## src/rtl/fetch_pkg.sv

```systemverilog
// Shared types and constants for the instruction fetch queue.
package fetch_pkg;

    localparam int          INSTR_BYTES = 4;
    localparam int          FETCH_PC_W  = 64;
    localparam int          FETCH_IN_W  = 32;
    localparam logic [10:0] HALT_OPCODE = 11'h7FF;

    typedef struct packed {
        logic [FETCH_PC_W-1:0] pc;
        logic [FETCH_IN_W-1:0] instr;
    } fetch_entry_t;

endpackage

```

## src/rtl/fetch_queue_unit_if.sv

```systemverilog
// Memory-side and decode-side signals of the fetch queue unit.
interface fetch_queue_unit_if #(
    parameter int ADDR_W  = 64,
    parameter int INSTR_W = 32
);
    logic               imem_req;
    logic [ADDR_W-1:0]  imem_addr;
    logic [INSTR_W-1:0] imem_rdata;
    logic               branch_valid;
    logic [ADDR_W-1:0]  branch_target;
    logic               out_valid;
    logic               out_ready;
    logic [ADDR_W-1:0]  out_pc;
    logic [INSTR_W-1:0] out_instr;
    logic               halted;

    modport master (
        output imem_req, imem_addr, out_valid, out_pc, out_instr, halted,
        input  imem_rdata, branch_valid, branch_target, out_ready
    );

    modport slave (
        input  imem_req, imem_addr, out_valid, out_pc, out_instr, halted,
        output imem_rdata, branch_valid, branch_target, out_ready
    );
endinterface

```

## src/rtl/fetch_fifo.sv

```systemverilog
// Synchronous FIFO of {pc, instr} entries; flush wins over push.
module fetch_fifo
    import fetch_pkg::*;
#(
    parameter int DEPTH = 4,
    parameter int CNT_W = $clog2(DEPTH + 1)
) (
    input  logic             clk,
    input  logic             reset,
    input  logic             push,
    input  logic             pop,
    input  logic             flush,
    input  fetch_entry_t     push_data,
    output fetch_entry_t     head,
    output logic [CNT_W-1:0] count
);
    localparam int PTR_W = (DEPTH > 1) ? $clog2(DEPTH) : 1;

    fetch_entry_t     mem_q [DEPTH];
    logic [PTR_W-1:0] rd_ptr_q, rd_ptr_d, wr_ptr_q, wr_ptr_d;
    logic [CNT_W-1:0] count_q, count_d;
    logic             do_push, do_pop;

    function automatic logic [PTR_W-1:0] nxt(input logic [PTR_W-1:0] p);
        return (p == PTR_W'(DEPTH - 1)) ? '0 : p + PTR_W'(1);
    endfunction

    always_comb begin
        do_push  = push && !flush;
        do_pop   = pop && (count_q != '0) && !flush;
        rd_ptr_d = rd_ptr_q;
        wr_ptr_d = wr_ptr_q;
        count_d  = count_q;
        if (flush) begin
            rd_ptr_d = '0;
            wr_ptr_d = '0;
            count_d  = '0;
        end else begin
            if (do_push) wr_ptr_d = nxt(wr_ptr_q);
            if (do_pop)  rd_ptr_d = nxt(rd_ptr_q);
            count_d = count_q + CNT_W'(do_push) - CNT_W'(do_pop);
        end
    end

    always_ff @(posedge clk) begin
        if (reset) begin
            rd_ptr_q <= '0;
            wr_ptr_q <= '0;
            count_q  <= '0;
        end else begin
            rd_ptr_q <= rd_ptr_d;
            wr_ptr_q <= wr_ptr_d;
            count_q  <= count_d;
        end
    end

    // Storage needs no reset; occupancy alone decides validity.
    always_ff @(posedge clk) begin
        if (do_push) mem_q[wr_ptr_q] <= push_data;
    end

    assign head  = mem_q[rd_ptr_q];
    assign count = count_q;
endmodule

```

## src/rtl/fetch_queue_unit.sv

```systemverilog
// Fetch stage: sequential PC generation, imem reads, prefetch queue to decode.
// Define FQU_STATS_EN to add fetch_count / flush_count statistics ports.
module fetch_queue_unit
    import fetch_pkg::*;
#(
    parameter int              ADDR_W   = 64,
    parameter int              INSTR_W  = 32,
    parameter int              DEPTH    = 4,
    parameter logic [ADDR_W-1:0] RESET_PC = '0
) (
    input  logic              clk,
    input  logic              reset,
    fetch_queue_unit_if.master bus
`ifdef FQU_STATS_EN
    ,
    output logic [31:0]       fetch_count,
    output logic [31:0]       flush_count
`endif
);
    localparam int CNT_W = $clog2(DEPTH + 1);

    logic [ADDR_W-1:0] pc_q, pc_d, addr_q, addr_d;
    logic              inflight_q, inflight_d;
    logic              drop_q, drop_d;
    logic              halted_q, halted_d;
    logic              req, push, pop, is_halt;
    logic [CNT_W-1:0]  count;
    fetch_entry_t      push_data, head;

    always_comb begin
        // Occupancy plus the outstanding read must leave room for it to land.
        req     = !reset && !halted_q && !bus.branch_valid &&
                  ((int'(count) + int'(inflight_q)) < DEPTH);
        push    = inflight_q && !drop_q && !bus.branch_valid;
        pop     = bus.out_valid && bus.out_ready;
        is_halt = push && (bus.imem_rdata[INSTR_W-1 -: 11] == HALT_OPCODE);

        push_data.pc    = FETCH_PC_W'(addr_q);
        push_data.instr = bus.imem_rdata;

        pc_d       = pc_q;
        addr_d     = addr_q;
        inflight_d = req;
        drop_d     = is_halt;
        halted_d   = halted_q || is_halt;
        if (req) begin
            pc_d   = pc_q + ADDR_W'(INSTR_BYTES);
            addr_d = pc_q;
        end
        if (bus.branch_valid) begin
            pc_d     = bus.branch_target & ~ADDR_W'(3);
            drop_d   = 1'b0;
            halted_d = 1'b0;
        end
    end

    always_ff @(posedge clk) begin
        if (reset) begin
            pc_q       <= RESET_PC;
            addr_q     <= RESET_PC;
            inflight_q <= 1'b0;
            drop_q     <= 1'b0;
            halted_q   <= 1'b0;
        end else begin
            pc_q       <= pc_d;
            addr_q     <= addr_d;
            inflight_q <= inflight_d;
            drop_q     <= drop_d;
            halted_q   <= halted_d;
        end
    end

    fetch_fifo #(.DEPTH(DEPTH), .CNT_W(CNT_W)) u_fifo (
        .clk       (clk),
        .reset     (reset),
        .push      (push),
        .pop       (pop),
        .flush     (bus.branch_valid),
        .push_data (push_data),
        .head      (head),
        .count     (count)
    );

    // addr_q doubles as the PC of the read currently in flight.
    assign bus.imem_req  = req;
    assign bus.imem_addr = req ? pc_q : addr_q;
    assign bus.out_valid = (count != '0);
    assign bus.out_pc    = head.pc[ADDR_W-1:0];
    assign bus.out_instr = head.instr[INSTR_W-1:0];
    assign bus.halted    = halted_q;

`ifdef FQU_STATS_EN
    logic [31:0] fetch_cnt_q, fetch_cnt_d, flush_cnt_q, flush_cnt_d;

    always_comb begin
        fetch_cnt_d = fetch_cnt_q + 32'(pop);
        flush_cnt_d = flush_cnt_q + 32'(bus.branch_valid);
    end

    always_ff @(posedge clk) begin
        if (reset) begin
            fetch_cnt_q <= '0;
            flush_cnt_q <= '0;
        end else begin
            fetch_cnt_q <= fetch_cnt_d;
            flush_cnt_q <= flush_cnt_d;
        end
    end

    assign fetch_count = fetch_cnt_q;
    assign flush_count = flush_cnt_q;
`endif
endmodule

```

## src/flat_wrapper.sv

```systemverilog
// flat-port wrapper written by rule: the top's interface ports become plain ports
module fetch_queue_unit_flat import fetch_pkg::*;
#(
    parameter int              ADDR_W   = 64,
    parameter int              INSTR_W  = 32,
    parameter int              DEPTH    = 4,
    parameter logic [ADDR_W-1:0] RESET_PC = '0
)
  (clk, reset, bus_imem_req, bus_imem_addr, bus_out_valid, bus_out_pc, bus_out_instr, bus_halted, bus_imem_rdata, bus_branch_valid, bus_branch_target, bus_out_ready);
  fetch_queue_unit_if #(.ADDR_W(ADDR_W), .INSTR_W(INSTR_W)) bus_i ();
  input  logic clk;
  input  logic reset;
  output wire logic [$bits(bus_i.imem_req)-1:0] bus_imem_req;
  output wire logic [$bits(bus_i.imem_addr)-1:0] bus_imem_addr;
  output wire logic [$bits(bus_i.out_valid)-1:0] bus_out_valid;
  output wire logic [$bits(bus_i.out_pc)-1:0] bus_out_pc;
  output wire logic [$bits(bus_i.out_instr)-1:0] bus_out_instr;
  output wire logic [$bits(bus_i.halted)-1:0] bus_halted;
  input wire logic [$bits(bus_i.imem_rdata)-1:0] bus_imem_rdata;
  input wire logic [$bits(bus_i.branch_valid)-1:0] bus_branch_valid;
  input wire logic [$bits(bus_i.branch_target)-1:0] bus_branch_target;
  input wire logic [$bits(bus_i.out_ready)-1:0] bus_out_ready;
  assign bus_imem_req = bus_i.imem_req;
  assign bus_imem_addr = bus_i.imem_addr;
  assign bus_out_valid = bus_i.out_valid;
  assign bus_out_pc = bus_i.out_pc;
  assign bus_out_instr = bus_i.out_instr;
  assign bus_halted = bus_i.halted;
  assign bus_i.imem_rdata = bus_imem_rdata;
  assign bus_i.branch_valid = bus_branch_valid;
  assign bus_i.branch_target = bus_branch_target;
  assign bus_i.out_ready = bus_out_ready;
  fetch_queue_unit #(.ADDR_W(ADDR_W), .INSTR_W(INSTR_W), .DEPTH(DEPTH), .RESET_PC(RESET_PC)) u_core (.clk(clk), .reset(reset), .bus(bus_i));
endmodule
```

## config.mk

```make
export PLATFORM = sky130hd
export DESIGN_NAME = fetch_queue_unit_flat
export DESIGN_NICKNAME = d
export VERILOG_FILES = /design/src/rtl/fetch_pkg.sv /design/src/rtl/fetch_queue_unit_if.sv /design/src/rtl/fetch_fifo.sv /design/src/rtl/fetch_queue_unit.sv /design/src/flat_wrapper.sv
export SDC_FILE = /design/constraint.sdc
export NUM_CORES = 1
export LEC_CHECK = 0
export ABC_CLOCK_PERIOD_IN_PS = 10950
export CAP_MARGIN = 20
export CORE_UTILIZATION = 62
export CTS_BUF_LIST = sky130_fd_sc_hd__clkbuf_8
export DETAILED_ROUTE_END_ITERATION = 10
export HOLD_SLACK_MARGIN = 0.12
export MAX_ROUTING_LAYER = met4
export PLACE_DENSITY = 0.9
export SLEW_MARGIN = 5
export SYNTH_ARGS = -nofsm -noshare
export SYNTH_HDL_FRONTEND = slang
export SYNTH_HIERARCHICAL = 1
export SYNTH_SLANG_ARGS = --single-unit
export TNS_END_PERCENT = 10
```

## constraint.sdc

```tcl
create_clock -name clk -period 10.95 [get_ports clk]
set_input_delay 1.6425 -clock clk [delete_from_list [all_inputs] [get_ports clk]]
set_output_delay 1.6425 -clock clk [all_outputs]
set_load 0.005 [all_outputs]
```

==> flow_summary.json <==
{
  "fmax_ghz": 0.1460,
  "die-width_um": 184.6,
  "cp_common_cell": "buf_4",
  "min_path_type": "reg -> reg",
  "drive_gt1_share_pct": 13.11,
  "yosysWarnings": 6,
  "finalCritPeriodShare_pct": 62.57,
  "area.growth.synth_to_final_pct": 21.37,
  "skew_ns": 0.01957,
  "fin_tns_setup_ns": 0,
  "multi_input_area_um2": 5917,
  "crit_buf_inv": 5,
  "cts_root_buffer": "clkbuf_8",
  "min_from": "u_core/bus.halted",
  "dieArea_um2": 34090,
  "intPower_uw": 3034,
  "cts_hold_buf": 0,
  "path_cells": "buf_4 -> or4_1 -> a31o_4 -> buf_4 -> inv_2 -> buf_4 -> nand2_1 -> nand2_1 -> clkdlybuf4s50_1",
  "io_buffers": 260,
  "synth-main-ff-cell": "edfxtp_1",
  "p_leak_uw": 0.008783,
  "hold_depth": 1,
  "grt_pass1_vias": 13368,
  "clk_latency_ns": 0.61,
  "grt_first_pass_wirelength_um": 74890,
  "r2r_end": "u_core/pc_q[26]",
  "start_util_pct": 63.24,
  "cts_buffers": 79,
  "comb_power_share_pct": 4.5,
  "ios": 263,
  "htreeDepth": 3,
  "fill_cells": 1906,
  "min_to": "u_core/bus.halted",
  "synth_seq_cells": 522,
  "max-slew-margin-rel_pct": 30.80,
  "cts.sinks": 522,
  "maxCapViolCount": 0,
  "p_clk_share_pct": 39.8,
  "powerDensity_nw_per_um2": 155.6,
  "path_delay_family": "buffers and inverters",
  "rsz0062_at_grt": "false",
  "cts-resized-gates": 0,
  "synth_area_um2": 20680,
  "nNetsFinal": 1795,
  "seq_power_share_pct": 55.7,
  "rr_startpoint": "u_core/bus.halted",
  "wl_per_cell_um": 22.51,
  "synth_area_per_cell_um2": 14.57,
  "required_ns": 9.31,
  "syn_inst": 1419,
  "cts_tree": "yes",
  "clkTransAtPathRegs_ns": 0.05,
  "hpwl_um": 30850,
  "ant_nets": 0,
  "arrival_ns": 5.21,
  "core-area_um2": 32700,
  "slew_viol_final": 0,
  "tightest_slew_ns": 1.038,
  "switching_share_pct": 22.31,
  "drtIter0Drc": 1435,
  "status": "finished, final reports clean",
  "setup_viol": 0,
  "dr.pass1.iters": 6,
  "crit_path_top_delay_cell": "inv_2",
  "worst_slack_ns": 4.098,
  "placementRows": 66,
  "synthArstFlopShare_pct": 0,
  "gr-usage-all-layers_pct": 30.52,
  "place_congestion": 0.8589,
  "ys_seq_area_share_pct": 69.11,
  "criticalPathCategory": "in -> out",
  "ir_worst_vdd_v": 0.0001267,
  "cts_max_path_buffers": 3,
  "hold_viol_final": 0,
  "ff2ff_path_depth": 9,
  "critPathLaunchType": "primary input",
  "drcViolationCount": 0,
  "synth.distinct_cells": 62,
  "period_minus_slack_ns": 6.852,
  "switchingPower_uw": 871.1,
  "vias_per_cell": 6.115,
  "post-place-ws_ns": 4.180,
  "grt.overflow.total": 0,
  "critPathMaxFanout": 75,
  "register_area_um2": 14300,
  "via_count": 13503,
  "synth_edf_count": 384,
  "cts_setup_buffers": 0,
  "end_kind": "primary output",
  "finalWirelength_um": 49700,
  "critPathMaxStageDelay_ns": 0.62,
  "r2r_slack_ns": 7.06,
  "syn-num-nets": 1527,
  "antenna_found_initial": 12,
  "chipHeight_um": 184.6,
  "grt_max_degree": 86
}
==> how the worst max path moves through the flow <==
stage	from	to	slack [ns]	depth (start not counted)
detailed placement	reset	bus_imem_addr[47]	4.18	9
CTS	reset	bus_imem_addr[34]	4.14	9
floorplan	bus_branch_valid	u_core/u_fifo/mem_q[0][0]	5.71	4
finish	reset	bus_imem_addr[34]	4.10	9
global route	reset	bus_imem_addr[47]	3.93	9
global placement	reset	bus_imem_addr[47]	4.26	9
==> Yosys cell counts, types with 2 or more instances <==
| cell | number | area [um2] |
|---|---|---|
| edfxtp_1 | 384 | 11530 |
| nand2_1 | 236 | 885.9 |
| dfxtp_1 | 138 | 2763 |
| a21oi_1 | 108 | 540.5 |
| mux4_2 | 96 | 2162 |
| clkbuf_1 | 49 | 183.9 |
| nor2_1 | 43 | 161.4 |
| nand3_1 | 33 | 165.2 |
| o21ai_0 | 31 | 155.2 |
| buf_2 | 25 | 125.1 |
| nor3_1 | 25 | 125.1 |
| a31oi_1 | 21 | 131.4 |
| and3_1 | 20 | 125.1 |
| nand4_1 | 20 | 125.1 |
| nor4_1 | 19 | 118.9 |
| and2_1 | 17 | 106.4 |
| xnor2_1 | 17 | 148.9 |
| o22ai_1 | 16 | 100.1 |
| a22oi_1 | 11 | 82.58 |
| inv_1 | 11 | 41.29 |
| mux2i_1 | 10 | 100.1 |
| nor2b_1 | 9 | 56.30 |
| and4_1 | 8 | 70.07 |
| ha_1 | 7 | 87.58 |
| a21o_1 | 6 | 45.04 |
| a221oi_1 | 4 | 35.03 |
| buf_8 | 4 | 60.06 |
| xor2_1 | 4 | 35.03 |
| a32oi_1 | 3 | 26.28 |
| buf_1 | 3 | 11.26 |
| buf_6 | 3 | 33.78 |
| or4_1 | 3 | 22.52 |
| a222oi_1 | 2 | 20.02 |
| a41oi_1 | 2 | 17.52 |
| clkbuf_2 | 2 | 10.01 |
| nor4b_1 | 2 | 17.52 |
| o21a_1 | 2 | 15.01 |
==> power by group through the flow <==
stage | combinational (uW) | sequential (uW) | clock (uW)
after floorplan | 84.3 | 2200 | 0
after global placement | 168 | 2210 | 0
after detailed placement | 174 | 2210 | 0
after CTS | 176 | 2170 | 1580
after global routing | 190 | 2180 | 1670
final | 177 | 2170 | 1550
==> per-stage QoR <==
stage	power (uW)	instances	cell area [um2]	hold slack [ns]	util, %
after floorplan	2285	1419	20680	0.4520	-
after global placement	2380	2047	23510	0.4624	71.89
after detailed placement	2389	2047	23510	0.4758	71.89
after CTS	3930	2195	25070	0.4876	76.65
after global routing	4036	2208	25100	0.5121	76.76
final	3905	2208	25100	0.4849	76.76
==> flip-flops by register name, indices dropped and copies added, names as in the netlist, named ones only <==
| name | count |
|---|---|
| u_core/addr_q | 64 |
| u_core/bus.halted | 1 |
| u_core/drop_q | 1 |
| u_core/inflight_q | 1 |
| u_core/pc_q | 62 |
| u_core/u_fifo/count | 3 |
| u_core/u_fifo/mem_q | 384 |
| u_core/u_fifo/rd_ptr_q | 2 |
| u_core/u_fifo/wr_ptr_q | 2 |
==> layer usage <==
metal  share of wire (%)  track usage, %
met1                  38           39.14
met2                  49           47.68
met4                 3.7           13.29
met5                   0               -
met3                 8.7           6.244
==> kinds of logic after synthesis <==
group | count (synthesis) | share of synthesized area [%]
AND/OR/NAND/NOR | 444 | 9.988
XOR/XNOR | 21 | 0.8893
multiplexers | 107 | 10.99
buffers and inverters | 99 | 2.366
AO/OA/AOI/OAI | 218 | 6.129
adder cells (fa/ha/maj) | 8 | 0.5203
flip-flops | 522 | 69.11
==> area by class of cell <==
type | count | area share, %
clock inverters | 62 | 1.485
inverters | 12 | 0.1795
well taps | 442 | 2.203
flip-flops and latches | 522 | 56.98
diodes | 12 | 0.1196
clock buffers | 86 | 4.716
repair buffers | 274 | 10.75
multi-input cells | 798 | 23.57
==> placed cells by master (no fill, tap or decap), types with 14 or more instances in the layout <==
master and count:
a21oi_1 108, edfxtp_1 384, nand4_1 20, nand3_1 33, mux4_2 96, clkdlybuf4s50_1 258, xnor2_1 17, a31oi_1 21
clkinv_1 18, nor2_1 43, clkbuf_8 86, o22ai_1 16, nor3_1 25, dfxtp_1 136, and3_1 20, nor4_1 19
o21ai_0 31, inv_1 37, nand2_1 236, buf_4 14
==> worst register-to-register path, delay by kind of cell (launching register included) <==
family	cells	cell delay [ns]
buffers and inverters	3	1.62
AND/OR/NAND/NOR	3	1.14
multiplexers	1	0.38
AO/OA/AOI/OAI	2	0.35
flip-flops	1	0.32
Note: power is estimated with default switching activity, not from simulation.
